### src/rtl/shift_unit_iter_if.sv
// Start/busy/done handshake bundle for shift_unit_iter.
// The carry signal exists only when SHIFT_CARRY_EN is defined.
interface shift_unit_iter_if #(
    parameter int unsigned WIDTH = 8
);
    localparam int unsigned AW = $clog2(WIDTH);

    logic             start;
    logic [WIDTH-1:0] in;
    logic [2:0]       op;
    logic [AW-1:0]    amt;
    logic             busy;
    logic             done;
    logic [WIDTH-1:0] out;
`ifdef SHIFT_CARRY_EN
    logic             carry;

    modport master (output start, in, op, amt, input busy, done, out, carry);
    modport slave  (input start, in, op, amt, output busy, done, out, carry);
`else
    modport master (output start, in, op, amt, input busy, done, out);
    modport slave  (input start, in, op, amt, output busy, done, out);
`endif
endinterface

### src/rtl/shift_unit_iter.sv
// Iterative shifter/rotator: moves up to STEP bit positions per clock, start/busy/done handshake.
// Optional carry output of the last bit shifted out is enabled by defining SHIFT_CARRY_EN.
module shift_unit_iter #(
    parameter int unsigned WIDTH = 8,
    parameter int unsigned STEP  = 1
) (
    input logic              clk,
    input logic              rst,
    shift_unit_iter_if.slave bus
);
    localparam int unsigned AW = $clog2(WIDTH);
    localparam logic [AW-1:0] StepAmt = AW'(STEP);

    typedef enum logic [1:0] {StIdle, StShift, StDone} state_e;

    state_e             state_q, state_d;
    logic [WIDTH-1:0]   work_q, work_d, work_nx;
    logic [WIDTH-1:0]   out_q, out_d;
    logic [2:0]         op_q, op_d;
    logic [AW-1:0]      rem_q, rem_d, s;
    logic [2*WIDTH-1:0] dbl, rol_t, ror_t;
`ifdef SHIFT_CARRY_EN
    logic               carry_q, carry_d, carry_nx;
    logic [AW-1:0]      lsl_idx, rsh_idx;
`endif

    // One iteration of the datapath: shift work_q by s = min(STEP, rem).
    always_comb begin
        s     = (rem_q > StepAmt) ? StepAmt : rem_q;
        dbl   = {work_q, work_q};
        rol_t = dbl << s;
        ror_t = dbl >> s;
        case (op_q)
            3'b000:  work_nx = work_q << s;
            3'b001:  work_nx = work_q >> s;
            3'b010:  work_nx = $signed(work_q) >>> s;
            3'b011:  work_nx = rol_t[2*WIDTH-1:WIDTH];
            3'b100:  work_nx = ror_t[WIDTH-1:0];
            default: work_nx = work_q;
        endcase
`ifdef SHIFT_CARRY_EN
        // Modulo-2^AW arithmetic: 0 - s equals WIDTH - s for s in 1..WIDTH-1.
        lsl_idx = '0 - s;
        rsh_idx = s - AW'(1);
        case (op_q)
            3'b000, 3'b011:         carry_nx = work_q[lsl_idx];
            3'b001, 3'b010, 3'b100: carry_nx = work_q[rsh_idx];
            default:                carry_nx = 1'b0;
        endcase
`endif
    end

    always_comb begin
        state_d = state_q;
        work_d  = work_q;
        op_d    = op_q;
        rem_d   = rem_q;
        out_d   = out_q;
`ifdef SHIFT_CARRY_EN
        carry_d = carry_q;
`endif
        unique case (state_q)
            StIdle, StDone: begin
                if (bus.start) begin
                    work_d = bus.in;
                    op_d   = bus.op;
                    rem_d  = bus.amt;
                    if (bus.amt == '0 || bus.op > 3'b100) begin
                        state_d = StDone;
                        out_d   = bus.in;
`ifdef SHIFT_CARRY_EN
                        carry_d = 1'b0;
`endif
                    end else begin
                        state_d = StShift;
                    end
                end else begin
                    state_d = StIdle;
                end
            end
            StShift: begin
                work_d = work_nx;
                rem_d  = rem_q - s;
                if (rem_q <= StepAmt) begin
                    state_d = StDone;
                    out_d   = work_nx;
`ifdef SHIFT_CARRY_EN
                    carry_d = carry_nx;
`endif
                end
            end
            default: state_d = StIdle;
        endcase
    end

    always_ff @(posedge clk or posedge rst) begin
        if (rst) begin
            state_q <= StIdle;
            work_q  <= '0;
            op_q    <= '0;
            rem_q   <= '0;
            out_q   <= '0;
`ifdef SHIFT_CARRY_EN
            carry_q <= 1'b0;
`endif
        end else begin
            state_q <= state_d;
            work_q  <= work_d;
            op_q    <= op_d;
            rem_q   <= rem_d;
            out_q   <= out_d;
`ifdef SHIFT_CARRY_EN
            carry_q <= carry_d;
`endif
        end
    end

    assign bus.busy = (state_q == StShift);
    assign bus.done = (state_q == StDone);
    assign bus.out  = out_q;
`ifdef SHIFT_CARRY_EN
    assign bus.carry = carry_q;
`endif
endmodule

### src/flat_wrapper.sv
// flat-port wrapper written by rule: the top's interface ports become plain ports
module shift_unit_iter_flat 
#(
    parameter int unsigned WIDTH = 8,
    parameter int unsigned STEP  = 1
)
  (clk, rst, bus_start, bus_in, bus_op, bus_amt, bus_busy, bus_done, bus_out);
  shift_unit_iter_if #(.WIDTH(WIDTH)) bus_i ();
  input logic clk;
  input logic rst;
  input wire logic [$bits(bus_i.start)-1:0] bus_start;
  input wire logic [$bits(bus_i.in)-1:0] bus_in;
  input wire logic [$bits(bus_i.op)-1:0] bus_op;
  input wire logic [$bits(bus_i.amt)-1:0] bus_amt;
  output wire logic [$bits(bus_i.busy)-1:0] bus_busy;
  output wire logic [$bits(bus_i.done)-1:0] bus_done;
  output wire logic [$bits(bus_i.out)-1:0] bus_out;
  assign bus_i.start = bus_start;
  assign bus_i.in = bus_in;
  assign bus_i.op = bus_op;
  assign bus_i.amt = bus_amt;
  assign bus_busy = bus_i.busy;
  assign bus_done = bus_i.done;
  assign bus_out = bus_i.out;
  shift_unit_iter #(.WIDTH(WIDTH), .STEP(STEP)) u_core (.clk(clk), .rst(rst), .bus(bus_i));
endmodule
### config.mk
export PLATFORM = sky130hd
export DESIGN_NAME = shift_unit_iter_flat
export DESIGN_NICKNAME = d
export VERILOG_FILES = /design/src/rtl/shift_unit_iter_if.sv /design/src/rtl/shift_unit_iter.sv /design/src/flat_wrapper.sv
export SDC_FILE = /design/constraint.sdc
export NUM_CORES = 1
export LEC_CHECK = 0
export CORE_AREA = 2 2 56 58
export CTS_CLUSTER_DIAMETER = 200
export DETAILED_ROUTE_END_ITERATION = 8
export DIE_AREA = 0 0 58 60
export GPL_TIMING_DRIVEN = 0
export HOLD_SLACK_MARGIN = 0.02
export PLACE_DENSITY = 0.72
export SETUP_SLACK_MARGIN = 0.05
export SKIP_CTS_REPAIR_TIMING = 1
export SLEW_MARGIN = 10
export SYNTH_ARGS = -nofsm -noshare
export SYNTH_HDL_FRONTEND = slang
export SYNTH_SLANG_ARGS = --single-unit
### constraint.sdc
create_clock -name clk -period 1.9 [get_ports clk]
set_input_delay 0.57 -clock clk [delete_from_list [all_inputs] [get_ports clk]]
set_output_delay 0.57 -clock clk [all_outputs]
set_load 0.02 [all_outputs]
* After elaboration in Yosys (flattened, before gate mapping)
Index checks and enable logic that the tools add are counted.
** Storage, ports and cells
- Register bits after elaboration :: 24
- Input port bits :: 17
- Logic and storage cells :: 46
** Cells by class
- $add $sub $neg :: 1
- Order comparisons :: 3
- Equal/unequal tests :: 9
- Shift operators :: 5
- Mux-type cells :: 14
- Reduce and logical (&&, ||, !) cells :: 9
** Operators with widths (number)
- 8-bit case mux with 5 select lines :: 1
- 8-bit two-way mux :: 4
- 8-bit case mux with 2 select lines :: 2
- 16-bit by 3-bit << shifter with 16-bit output :: 1
- 16-bit by 3-bit right shift with 8-bit output :: 1
- 8-bit by 3-bit << shifter with 8-bit output :: 1
- 8-bit by 3-bit right shift with 8-bit output :: 1
- 8-bit by 3-bit >>> shifter with 8-bit output :: 1
- 3-bit by 2-bit == test with 1-bit output (second input constant) :: 2
- 3-bit logical NOT :: 2
- 2-bit two-way mux :: 3
- 3-bit two-way mux :: 2
- 3-bit case mux with 2 select lines :: 1
- 2-bit by 1-bit != test with 1-bit output (second input constant) :: 2
- 2-bit case mux with 2 select lines :: 1
- 2-bit AND reduction :: 2
- 4-bit AND reduction :: 1
- 3-bit by 1-bit == test with 1-bit output (second input constant) :: 1
- 3-bit == test (second input constant) :: 1
- 3-bit by 1-bit > comparator with 1-bit output (second input constant) :: 1
- 3-bit > comparator (second input constant) :: 1
- 3-bit by 1-bit less-or-equal comparator with 1-bit output (second input constant) :: 1
- 3-bit subtractor :: 1
- 2-bit by 1-bit == test with 1-bit output (second input constant) :: 1
- 6 further kinds :: 6

* Longest topological paths before layout
- Depth in word-level cells :: 6
- Depth in mapped cells :: 7

* Worst setup path before layout
Ideal clock, no wire load.
- Kind :: in2reg
- Start point :: input port bus_start
- End point :: register u_core.out_q[7], in the netlist u_core.bus.out[7]
- Arrival :: 1.527 ns
- Data required time :: 1.781 ns
- Setup slack :: 0.254 ns
- Cell stages on the path :: 6
- Path buffers :: 3
- Cells stage by stage :: nor2b_1 > clkbuf_1 > a22o_1 > buf_2 > buf_2 > o21a_1
** On the way
- Cells in the longest elaborated chain, start to end :: 2
** RTL lines
- start: declaration :: RTL line flat_wrapper.sv:11 : input wire logic [$bits(bus_i.start)-1:0] bus_start;
- 2-bit != test (no source line)
- 4-bit AND reduction (no source line)
- end signal: assignment :: RTL line shift_unit_iter.sv:111 : out_q <= out_d;
- end: declaration :: RTL line shift_unit_iter.sv:18 : logic [WIDTH-1:0] out_q, out_d;
No other way between the ends.
A chain may end at the register's enable or synchronous reset.

* Worst setup path after layout
- Start point :: register u_core.state_q[1]
- End point :: output port bus_busy
** On the way
- Cells in the longest elaborated chain, start to end :: 1
** RTL lines
- start: declaration :: RTL line shift_unit_iter.sv:16 : state_e state_q, state_d;
- start signal: assignment :: RTL line shift_unit_iter.sv:98 : state_q <= StIdle;
- start signal: assignment :: RTL line shift_unit_iter.sv:107 : state_q <= state_d;
- 2-bit by 1-bit == test with 1-bit output :: RTL line shift_unit_iter.sv:118 : assign bus.busy = (state_q == StShift);
- end: declaration :: RTL line flat_wrapper.sv:15 : output wire logic [$bits(bus_i.busy)-1:0] bus_busy;
No other way between the ends.

==> metrics.cfg <==
[synthesis]
synth_seq_area_share_pct=42.9
ys_top_cells_by_count=nand2_1, dfrtp_1, o21ai_0
ys_types=36
syn_area_per_cell_sq_um=8.70
synth_area_leader_cell=dfrtp_1
yosys-top-cells-area=dfrtp_1, o21ai_0, nand2_1
synth_area_sq_um=1400
synthCells=161
async_flop_share_pct=100
yosysMostFrequentCell=nand2_1
synth.net_count=180
ys.flop_type=dfrtp_1
synth-seq-cells=24
yosysWarningCount=0
synth.top_cell.area_share_pct=42.9
synth-edff-count=0

[setup_path]
critPathCaptureType=output port
endpoint=bus_busy
crit_chain=nand2b_4 > inv_4 > buf_8 > buf_6
crit_path_max_fanout=10
critPathMaxStageDelay_ps=400
r2r_cells=7
crit_slowest_cell=dfrtp_1
r2r_end=u_core.bus.out[0]
worstSetupPathType=reg2out
arrival_ps=1240
r2r_start=u_core.op_q[1]
crit_required_ps=1330
startpoint=u_core.state_q[1]
critPathLaunchType=register
reg2reg_slack_ps=220

[clock_tree]
insertion_delay_ps=310
root_buffer=clkbuf_4
clk_pin_slew_worst_paths_ps=130
htreeDepth=1
cts_buffers=3
cts.path.max_buffers=2
cts_tree=built
clkSinkCount=24

[worst_hold_path]
worstHoldPathType=reg2reg

[final_layout]
seqCellArea_sq_um=602
antenna_cells=0
drive_gt1_share_pct=14.2
multiInputGateArea_sq_um=737
finalNetCount=211
num-fill-cells=259
areaGrowthSynthToFinish_pct=28.3

[sta]
slew_violations=0
hold_ws_ps=501
setup_viol=0
min_period_ps=1810
setup-tns-final_ps=0
fmax_mhz=553
slew_headroom_pct=38.3
tightest_slew_ps=925
skew_ps=8.72
finalHoldViolCount=0
fin_crit_sh_pct=95.1
rsz0062_at_grt=true

[routing]
antenna_left=0
routed_wl_mm=3.38
vias_per_cell=5.80
initialDrtViolationCount=41
vias=1294
wl_per_cell_microns=15.2
drc=0
dr.pass1.iters=4

[global_routing]
grt_max_degree=25
grt_pass1_wl_mm=5.75
grt-ovfl-total=0
grt_pass1_vias=1206
antenna_found_initial=0
grt_usage_pct=21.5

[floorplan]
die_area_sq_um=3480
core_sq_um=2900
io_pins=27
die_h_microns=60
row_count=20
start_util_pct=48.3
die_width_microns=58

[outcome]
status=complete, no violations

[pwr]
clock_power_share_pct=7.2
p_comb_share_pct=61.4
ir_worst_vdd_uv=1100
power_mw=3.12
leakagePower_nw=0.835
seqPwrFrac_pct=31.4
switching_share_pct=45.2
intPower_mw=1.71
p_sw_mw=1.41
power.density_nw_per_um2=1730

[job]
maxCapViolCount=0

[placement]
place.gp.congestion=0.856
hpwlAfterDp_mm=2.36
numPortBuffers=26

-- power groups by stage --
stage | clock, mW | sequential [mW] | combinational (mW)
after floorplan | 0 | 1.04 | 1.20
after global placement | 0 | 0.972 | 1.79
after detailed placement | 0 | 0.985 | 1.82
after CTS | 0.231 | 0.972 | 1.83
after global routing | 0.246 | 1.01 | 2.13
final | 0.224 | 0.979 | 1.91
-- cells in the final DEF, fill, tap and decap left out, drive strengths merged, types with 3 or more instances in the layout --
master         netlist  layout
o22ai                3       3
nor2b                3       3
nand2b               3       3
o21ai               25      25
clkdlybuf4s50        0      16
a21oi                6       6
buf                  8      11
dfrtp               24      24
o211ai               3       3
nor2                12      12
a31o                 5       5
mux2i                6       6
nand2               26      26
inv                  4       4
a31oi                6       6
clkbuf               4       5
dlymetal6s2s         0       9
nor3                 3       3
-- per-stage QoR --
step / utilization (%) / cell area, sq um / std cells / setup slack, ps
CTS: 59.4 / 1730 / 223 / -895
floorplan: - / 1400 / 161 / 254
detailed placement: 58.7 / 1700 / 220 / -511
global route: 61.9 / 1800 / 223 / 34.8
finish: 61.9 / 1800 / 223 / 92.9
global placement: 58.7 / 1700 / 220 / -506
-- layout make-up --
| class | count | area share [%] |
|---|---|---|
| Multi-Input combinational cell | 121 | 41.0 |
| Sequential cell | 24 | 33.5 |
| Timing Repair Buffer | 26 | 15.8 |
| Buffer | 12 | 5.22 |
| Tap cell | 33 | 2.30 |
| Clock buffer | 3 | 1.25 |
| Inverter | 4 | 0.974 |
-- worst min-delay path by stage --
stage,from,endpoint,slack [ps],depth (start not counted)
6_report,u_core.bus.out[7],u_core.bus.out[7],500,1
5_1_grt,u_core.bus.out[7],u_core.bus.out[7],540,1
4_1_cts,u_core.bus.out[7],u_core.bus.out[7],520,1
3_5_place_dp,u_core.bus.out[7],u_core.bus.out[7],490,1
3_3_place_gp,u_core.bus.out[7],u_core.bus.out[7],480,1
2_1_floorplan,u_core.rem_q[0],u_core.rem_q[0],510,2
-- layer usage --
layer	global-route usage, %	wire, microns
met4	4.32	13
met3	5.19	166
met1	29.5	1560
met2	34.9	1640
met5	0	0
-- logic make-up after synthesis --
family / share of synthesized area, %
AO/OA/AOI/OAI: 25.9
AND/OR/NAND/NOR: 17.8
flip-flops: 42.9
buffers and inverters: 6.25
multiplexers: 4.29
adder cells (fa/ha/maj): 1.79
XOR/XNOR: 1.16
-- sequential cells by signal, indices dropped and copies added (netlist names) --
name,cells
u_core.rem_q,3
u_core.op_q,3
u_core.work_q,8
u_core.state_q,2
u_core.bus.out,8
-- worst max-delay path: cells and delay by family, from the launching register on --
| kind | cells | cell delay (ps) |
|---|---|---|
| and+or+nand+nor | 1 | 180 |
| DFF | 1 | 400 |
| buffers and inverters | 3 | 330 |
No activity file was read; power rests on OpenSTA's default activity.
